### src/rtl/inst_fetch_queue.sv
// Instruction fetch stage: owns the fetch PC, issues one SRAM read per cycle and
// buffers returned {pc, inst} pairs in a small FIFO ahead of the F/D register.
module inst_fetch_queue #(
  parameter int          DEPTH    = 4,
  parameter logic [31:0] RESET_PC = 32'h0
) (
  input  logic                       clk,
  input  logic                       rst,
  input  logic                       redirect_valid,
  input  logic [31:0]                redirect_pc,
  input  logic                       stop,
  output logic                       im_req,
  output logic [31:0]                im_addr,
  input  logic [31:0]                im_rdata,
  output logic                       out_valid,
  output logic [31:0]                out_inst,
  output logic [31:0]                out_pc,
  input  logic                       out_ready,
  output logic [$clog2(DEPTH+1)-1:0] occupancy
);

  localparam int AW = $clog2(DEPTH);
  localparam int CW = $clog2(DEPTH+1);

  typedef enum logic {RUN, STOPPED} state_t;

  typedef struct packed {
    logic [31:0] pc;
    logic [31:0] inst;
  } entry_t;

  state_t          state, state_nxt;
  entry_t          mem [DEPTH];
  logic [AW-1:0]   wr_ptr, rd_ptr;
  logic [CW-1:0]   count;
  logic            inflight;
  logic [31:0]     fetch_pc, rsp_pc;
  logic [31:0]     last_pc, last_inst;
  logic [CW:0]     used;
  logic            have_credit, push, pop;
  logic            unused_lsbs;

  assign unused_lsbs = ^redirect_pc[1:0];

  // Outstanding response counts against capacity so a push can never overflow.
  assign used        = {1'b0, count} + (CW+1)'(inflight);
  assign have_credit = used < (CW+1)'(DEPTH);

  always_comb begin
    state_nxt = state;
    case (state)
      RUN:     if (stop)  state_nxt = STOPPED;
      STOPPED: if (!stop) state_nxt = RUN;
      default: state_nxt = RUN;
    endcase
  end

  always_comb begin
    im_req    = rst && (state == RUN) && !stop && !redirect_valid && have_credit;
    push      = inflight && !redirect_valid;
    out_valid = (count != '0);
    pop       = out_valid && out_ready && !redirect_valid;
  end

  always_ff @(posedge clk) begin
    if (!rst) begin
      state     <= RUN;
      fetch_pc  <= RESET_PC;
      rsp_pc    <= '0;
      inflight  <= 1'b0;
      wr_ptr    <= '0;
      rd_ptr    <= '0;
      count     <= '0;
      last_pc   <= '0;
      last_inst <= '0;
    end else if (redirect_valid) begin
      state    <= state_nxt;
      fetch_pc <= {redirect_pc[31:2], 2'b00};
      inflight <= 1'b0;
      wr_ptr   <= '0;
      rd_ptr   <= '0;
      count    <= '0;
    end else begin
      state    <= state_nxt;
      inflight <= im_req;
      if (im_req) begin
        fetch_pc <= fetch_pc + 32'd4;
        rsp_pc   <= fetch_pc;
      end
      if (push) begin
        mem[wr_ptr] <= '{pc: rsp_pc, inst: im_rdata};
        wr_ptr      <= wr_ptr + 1'b1;
      end
      if (pop) begin
        rd_ptr    <= rd_ptr + 1'b1;
        last_pc   <= mem[rd_ptr].pc;
        last_inst <= mem[rd_ptr].inst;
      end
      case ({push, pop})
        2'b10:   count <= count + 1'b1;
        2'b01:   count <= count - 1'b1;
        default: count <= count;
      endcase
    end
  end

  // An empty queue presents the most recently consumed pair.
  assign out_pc    = out_valid ? mem[rd_ptr].pc   : last_pc;
  assign out_inst  = out_valid ? mem[rd_ptr].inst : last_inst;
  assign im_addr   = fetch_pc;
  assign occupancy = count;

endmodule

### config.mk
export PLATFORM = sky130hd
export DESIGN_NAME = inst_fetch_queue
export DESIGN_NICKNAME = d
export VERILOG_FILES = /design/src/rtl/inst_fetch_queue.sv
export SDC_FILE = /design/constraint.sdc
export NUM_CORES = 1
export LEC_CHECK = 0
export BUFFER_PORTS_ARGS = -buffer_cell sky130_fd_sc_hd__buf_2
export CORE_MARGIN = 4
export CORE_UTILIZATION = 40
export DETAILED_ROUTE_END_ITERATION = 16
export HOLD_SLACK_MARGIN = 0.1
export PLACE_DENSITY_LB_ADDON = 0.2
export SLEW_MARGIN = 5
export SYNTH_ARGS = -nofsm -noshare
export SYNTH_HDL_FRONTEND = slang
export SYNTH_SLANG_ARGS = --single-unit
### constraint.sdc
create_clock -name clk -period 5.7 [get_ports clk]
set_clock_uncertainty 0.1 [all_clocks]
set_input_delay 0.57 -clock clk [delete_from_list [all_inputs] [get_ports clk]]
set_output_delay 0.57 -clock clk [all_outputs]
set_load 0.05 [all_outputs]
# Yosys cells after proc, flatten, opt, wreduce, memory -nomap -nowiden
# Memories as Yosys holds them, arrays and structs flattened. A register that Yosys moved wholly into a read port is not among the register bits.
# Index checks and enable logic that the tools add are counted.
# Widths: inputs -> output; s select.
# classes
n_addsub	6
order_cmp	1
n_eq_ne	2
mux	12
bitwise_logic	3
n_reduce_logical	15
# ops
operator	n
$mux 32	4
$add 32x3->32 const B	1
$logic_and 1x1->1	7
$pmux 3 s2	1
$mux 1	5
$add 2x1->2 const B	2
$add 3x1->4	1
$lt 4x3->1 const B	1
$mux 2	2
$reduce_and 2->1	2
$reduce_bool 2->1	2
$add 3x1->3 const B	1
$not 1->1	3
$reduce_bool 3->1	1
$sub 3x1->3 const B	1
$eq 2x1->1 const B	1
$eq 2x2->1 const B	1
$logic_not 1->1	2
$reduce_or 2->1	1
# totals
register_bits	137
ramBits	256
input_bits	69
elab_cells	50
mem_count	1
# memory_table
name	depth	width	rd	rd_clocked_by_memory_dff	write_ports	line	source
mem	4	64	1	1	1	33	entry_t mem [DEPTH];

# Logic depth before layout (Yosys ltp)
# Gate-level depths: netlist (run 1).
# logic_depth
depth_word	7
mapped_depth	10
ltp_nobuf	9

# Worst setup path before layout (run 1)
# Ideal clock, no wire load.
# synth_path
path_type	input-to-reg
from	input port rst
to	memory mem[0][0] in the netlist's numbering, enable pin
arrival_ns	2.611
required_ns	5.173
slack_ns	2.562
path_stages	3
n_path_buf	1
path_cell_list	buf_2 > nor2b_1 > and3_1
# synth_via
elab_chain_len	2
# synth_rtl
element	line	source
from (decl)	8	input logic rst,
$mux 1	66	if (!rst) begin
$mux 1 (implied by the code)	91	mem[wr_ptr] <= '{pc: rsp_pc, inst: im_rdata};
to (decl)	33	
# Every way passes these cells.

==> results of run 1 <==
-- registers in the layout, summed over array words and instances (netlist names), named ones only --
name	count
im_addr	30
rsp_pc	30
rd_ptr	2
inflight	1
wr_ptr	2
last_inst	32
last_pc	30
mem	248
state	1
occupancy	3
-- cell usage after synthesis, drive strengths merged (2+ instances only) --
cell,n,area share [%]
o31ai,7,0.35
and3,12,0.50
and2,9,0.37
clkbuf,42,1.1
or4b,2,0.13
a211oi,5,0.25
buf,30,0.98
a31oi,15,0.62
o221ai,4,0.23
mux4,62,9.2
a21oi,101,3.3
ha,6,0.50
nand3,12,0.51
and4,8,0.46
xor2,11,0.64
xnor2,2,0.12
or4,10,0.50
o211ai,2,0.099
nand4,16,0.66
mux2i,2,0.13
nand2,194,4.8
o21ai,28,0.93
inv,12,0.30
or3,9,0.41
edfxtp,248,49
dfxtp,133,18
mux2,62,4.6
nor3,7,0.31
nor2,17,0.42
-- through the flow --
step                hold slack [ns]  setup WS [ns]  cell area (um2)  total power [uW]
global route                  0.154           1.92            17800              6220
detailed placement            0.344           2.17            16400              3270
floorplan                     0.334           2.56            15100              3180
global placement              0.339           2.16            16400              3270
finish                        0.165           2.18            17800              6020
CTS                           0.141           2.08            17800              6080
-- layout make-up --
type | instances | area, um2
inverter | 12 | 46.3
sequential | 381 | 10100
clock inverter | 18 | 193
clock buffer | 61 | 1280
timing repair buffer | 169 | 861
fill | 3278 | 19100
tap | 504 | 631
multi-input combinational | 617 | 4720
-- logic make-up (layout without fill, tap and decap cells) --
logic type | Yosys count | after routing
adder cells (fa/ha/maj) | 7 | 7
buffers and inverters | 84 | 260
multiplexers | 126 | 126
flip-flops | 381 | 381
AND/OR/NAND/NOR | 301 | 301
XOR/XNOR | 13 | 13
AO/OA/AOI/OAI | 166 | 166
other | 1 | 4
-- per-layer routing --
metal  vias to the layer above  part of all wire (%)  global-route usage (%)
li1                       4344                     -                       -
met1                      4634                    46                    23.5
met2                       252                    46                    26.8
met3                        50                   5.8                    3.32
met4                         2                   1.7                    3.54
met5                         -                 0.038                       0
-- report_power, final --
group | internal (uW) | switching, uW | total, uW
Clock | 1740 | 1070 | 2810
Sequential | 2950 | 38.1 | 2990
Combinational | 61.6 | 159 | 221
Total | 4750 | 1270 | 6020
-- worst paths after layout --
kind,slack (ns),start,end
setup / recovery,2.18,register,out_inst[14]
hold / removal,0.16,im_rdata[0],mem[2][0]
setup reg to reg,2.53,occupancy[2],occupancy[2]
hold reg to reg,0.35,last_pc[28],last_pc[28]
-- placed cells by master, fill, tap and decap left out, types with 5 or more instances in the layout --
cell and count:
and3_1 7, ha_1 6, or4_1 10, xor2_1 11
buf_4 6, o31ai_1 7, mux4_2 62, buf_2 163
edfxtp_1 248, clkinv_2 10, a211oi_1 5, dfxtp_1 131
mux2_2 62, or3_1 5, a31oi_1 15, nor3_1 6
clkbuf_16 46, clkbuf_1 8, a21oi_1 101, nor2_1 17
nand2_1 194, nand4_1 16, nand3_1 9, clkbuf_8 7
and4_1 8, and2_1 9, o21ai_0 28, inv_1 9
==> impl_results.md, run 1 <==
- Mapped Cells: between 1000 and 1500
- Post-Synthesis Cell Area: 15100 um2
- Peak VDD IR: between 0.15 and 0.2 mV
- Post-DP HPWL: 19.6 mm
- DRT iter0 DRCs: 520
- Slew margin rel.: 27.4%
- Core footprint: between 30000 and 40000 um2
- Via count: just over 9000
- Area delta synth->final: 17.9%
- RSZ-0062 raised after global routing: no
- CTS tree: yes
- Placer Congestion: between 0.7 and 0.8
- Setup TNS: 0 ns
- Critical path capture point type: output port
- Critical path buffer and inverter count: 2
- Final hold vios: 0
- Vias per std cell: ~5.3
- Period minus WS final: 3.52 ns
- Max Root-Sink Buffers: 3
- Post-synth cell types: roughly 50
- F_max: 0.284 GHz
- Grt total ovfl: 0
- Final Util: just under 50%
- Slowest cell on the critical path: dfxtp_4
- Ys Warns: 0
- Worst reg2reg path depth: 9
- Worst skew pair latency: 0.52 ns
- Largest net degree at the start of global routing: 74
- Hold-fix buffers at CTS: 0
- CTS sink count: approximately 380
- N_diodes: 0
- Placed cells: between 1500 and 2000
- Initial antenna violation count: 1
- WHS Path Cells: 1
- Num rows: 70
- Port bufs: 163
- Total wire length: 34.7 mm
- Post-synth EDFFs: between 200 and 250
- Post-synthesis mux area share: 14.0%
- WL/cell: about 20 um
- Final non-filler cell total: 1762
- Vias in the first global route: approximately 9400
- Leak: between 0.006 and 0.007 uW
- Setup Buffers After CTS: 0
- DR DRC count: 0
- H-tree depth: 2
- Synth Register Bits: 381
- Nets@finish: between 1000 and 1500
- Critical path depth: 4
- Crit-path max cell delay: 0.67 ns
- Final period util: 61.7%
- IO Count: 170
- Pwr/cell area: 338 nW/um2
- Detailed Routing Iterations Pass 1: 5
- CP arrival: about 2.9 ns
- Largest family of logic cells by synthesized area: multiplexers
- Die W: a little over 200 um
- Cell family with most CP delay: multiplexers
- Routed Antenna Nets: 0
- Total global-route track usage: about 17%
- First-pass GRT wire length: 54.4 mm
- Sequential fraction of the synthesis area: around two thirds
- Initial Utilization: between 40% and 50%
- Run status: completed
- Worst Hold Class: input port to register
- CP Launch Type: register
- # setup viols final: 0
- CP Class: register to output port
- Max-slew violations: 0
- CP Data Required Time: between 5 and 6 ns
- Die height: about 200 um
- CP cell instances: buf_4, mux4_2, mux2_2, buf_2
- Post-Synth Adder-Cell Area: less than 1%
- Simple-gate portion of the synthesized area: a little under a tenth
- CTS Buf Count: between 40 and 50
- Layout cells sized above 1: a little under a third
- CP max FO: 24
- Syn Area/Cell: 14.0 um2
- Synth async-reset ratio: 0%
- Maxcap violations: 0
- Reg clk slew, reported paths: ~0.060 ns
- Compound-Gate Fraction of Synth Area: roughly 6.1%
- Root Buffer: clkbuf_16
- Actual slew at the worst max-slew pin: approximately 1.1 ns
- Die ar.: between 40000 and 50000 um2
- Post-synthesis xor/xnor area fraction: 0.753%
- Main flop type after synthesis: edfxtp_1
- CTS resizes: 0
Note: power is estimated with default switching activity, not from simulation.
==> inputs of run 2 (changes only) <==
ABC_AREA = 1   (was unset)
clock period = 2.85 ns   (was 5.7 ns; I/O delays follow)
==> run 2 against run 1 <==
  * Clock-buffer cell count decreased by 7
  * Register-to-register slack got worse by 1.9 ns
  * Sequential power increased by 100%
  * Die area increased by 3.7%
  * Power increased by 100%
  * Clock power increased by 98%
  * Worst hold slack improved by 0.18 ns
==> impl_results.md, run 2 <==
- Synth Register Bits: roughly 380
- Initial Utilization: about two fifths
- Placement Setup Slack: between 0.6 and 0.7 ns
- Worst reg2reg path depth: 11
- Synth async-reset ratio: 0%
- CP cell instances: inv_4, buf_12, nand2_1, a32o_1, a21oi_1, buf_2
- Slew margin rel.: roughly three fifths
- Final worst slack: between 0.15 and 0.2 ns
- H-tree depth: 2
- Root Buffer: clkbuf_16
- Die W: 206 um
- CTS Buf Count: 41
- Highest-count cells in the layout ignoring fill and taps: nand2_1 (283), edfxtp_1 (248), o21ai_0 (184)
- Worst skew pair latency: 0.55 ns
- Max Root-Sink Buffers: 3
- Vias per std cell: 5.05
- CTS sink count: 381
- Cell family with most CP delay: buffers and inverters
- Layout cells sized above 1: roughly 15%
- CP arrival: ~2.3 ns
- Hold Worst Slack: approximately 0.35 ns
- Run status: completed
- Die ar.: 42500 um2
- Ys Warns: 0
- CP Class: register to output port
- Synth area leader: edfxtp_1
- Routed Antenna Nets: 0
- N_diodes: 0
- CP Launch Type: register
- Nets@finish: around 1900
- Grt total ovfl: 0
- Final hold vios: 0
- Top post-synthesis cells by count: nand2_1 (283), edfxtp_1 (248), o21ai_0 (184)
- Detailed Routing Iterations Pass 1: 5
- Peak VDD IR: ~0.34 mV
- Top cells by area, synth: edfxtp_1 (47%), dfxtp_1 (17%), nand2_1 (6.8%)
- Critical path buffer and inverter count: 3
- Initial antenna violation count: 0
- WL/cell: between 15 and 20 um
- Placer Congestion: roughly 0.96
- Crit-path max cell delay: about 0.38 ns
- Max FFs per register: roughly 250
- Post-synth EDFFs: roughly 250
- Critical path capture point type: output port
- WHS Path Cells: 2
- Leak: around 0.0074 uW
- Critical path depth: 6
- Final period util: between 90 and 100%
- Synth top area share: about 47%
- CP Data Required Time: 2.47 ns
- Sequential fraction of the synthesis area: between 60 and 70%
- Total wire length: ~41 mm
- Reg clk slew, reported paths: approximately 0.060 ns
- Slowest cell on the critical path: dfxtp_4
- Area delta synth->final: 22.5%
- Pwr/cell area: about 640 nW/um2
- F_max: around 0.37 GHz
- CTS tree: yes
- Period minus WS final: 2.68 ns
- First-pass GRT wire length: approximately 63 mm
- Largest regs: mem: 248 flops, last_inst: 32 flops
- Worst Hold Class: register to register
- Mapped Cells: approximately 1600
- Total global-route track usage: 18.9%
- Port bufs: roughly 160
- Largest register by flop count: mem
- Largest net degree at the start of global routing: ~130
- # setup viols final: 0
- Num rows: 72
- IO Count: 170
- Max-slew violations: 0
- Post-Synthesis Cell Area: 15700 um2
- RSZ-0062 raised after global routing: no
- FILL cells: around 3600
- DR DRC count: 0
- Post-DP HPWL: roughly 25 mm
- Via count: around 12000
- DRT iter0 DRCs: 723
- Post-synth cell types: 37
- Die height: around 210 um
- Core footprint: approximately 39000 um2
- Most common cell after layout, fill and taps aside: nand2_1
- CP max FO: 50
- Syn Area/Cell: 9.97 um2
- Setup Buffers After CTS: 0
- Actual slew at the worst max-slew pin: slightly below 0.6 ns
- Main flop type after synthesis: edfxtp_1
- Vias in the first global route: about 11000
- Maxcap violations: 0
- Most frequent cell after synthesis: nand2_1
==> run 2: cell types whose count changed in the layout (fill, tap and decap cells not counted), moves of 29 or more <==
cell / change
o21ai_0: +156
a32o_1: +29
mux2_2: -62
o22ai_1: +33
nor2_1: +162
dlygate4sd3_1: +66
nand3_1: +41
mux4_2: -62
a21oi_1: +54
inv_1: +102
nand2_1: +89
==> run 2: final cells by class <==
cell class / instances / area [um2] / share of cell area [%]
flip-flops and latches: 381 / 10100 / 52.6
clock inverters: 22 / 285 / 1.48
multi-input cells: 984 / 4730 / 24.6
inverters: 116 / 438 / 2.28
clock buffers: 54 / 1140 / 5.91
repair buffers: 260 / 1890 / 9.83
well taps: 518 / 648 / 3.37
==> run 2: kinds of logic after synthesis <==
family                   count (synthesis)  synth area share (%)
AND/OR/NAND/NOR                        544                  14.0
AO/OA/AOI/OAI                          425                  14.9
flip-flops                             381                  64.4
buffers and inverters                  214                  5.84
adder cells (fa/ha/maj)                  7                 0.605
XOR/XNOR                                 4                 0.223
other                                    1                0.0239
==> run 2: power by group <==
group          leakage, uW  switching [uW]  internal (uW)
sequential         0.00344            83.6           5930
combinational      0.00327             492            224
clock             0.000696            2130           3450
total              0.00741            2700           9600
==> run 2: path summary, 6_finish.rpt <==
kind / end / slack, ns / start
max: out_pc[7] / 0.17 / register
min: last_pc[16] / 0.35 / last_pc[16]
max reg2reg: occupancy[2] / 0.61 / occupancy[0]
min reg2reg: last_pc[16] / 0.35 / last_pc[16]
==> run 2: metal layers <==
metal | up-vias | part of all wire (%) | global-route usage, %
met5 | - | 0 | 0
met4 | 0 | 2.3 | 5.94
met3 | 60 | 5.6 | 3.42
met2 | 295 | 47 | 31.0
met1 | 5590 | 45 | 25.6
li1 | 5852 | - | -
==> run 2: repair_timing <==
action	4_1_cts	5_1_grt
hold buffers	66	0
resized for setup	0	3
endpoints found under the setup margin	0	13
hold endpoints to repair	169	0
==> run 2: metrics by stage <==
step	TNS (ns)	cell area (um2)	cells	power, uW	util, %
2_1_floorplan	-249.89	15700	1579	6550	-
3_3_place_gp	0	17100	2191	6760	44.1
3_5_place_dp	0	17100	2191	6770	44.1
4_1_cts	0	19200	2333	12400	49.5
5_1_grt	0	19200	2335	12700	49.7
6_report	0	19200	2335	12300	49.7
==> run 2: worst register-to-register path, cell delays in order, from the launching register on <==
cell and delay [ns]:
dfxtp_1 0.42, nor2_1 0.11, nand2_4 0.20, nand2_2 0.11, nor2_4 0.12, ha_1 0.16
inv_1 0.07, fa_1 0.39, o21ai_0 0.20, a21oi_1 0.07, o21ai_0 0.14, a21oi_1 0.05
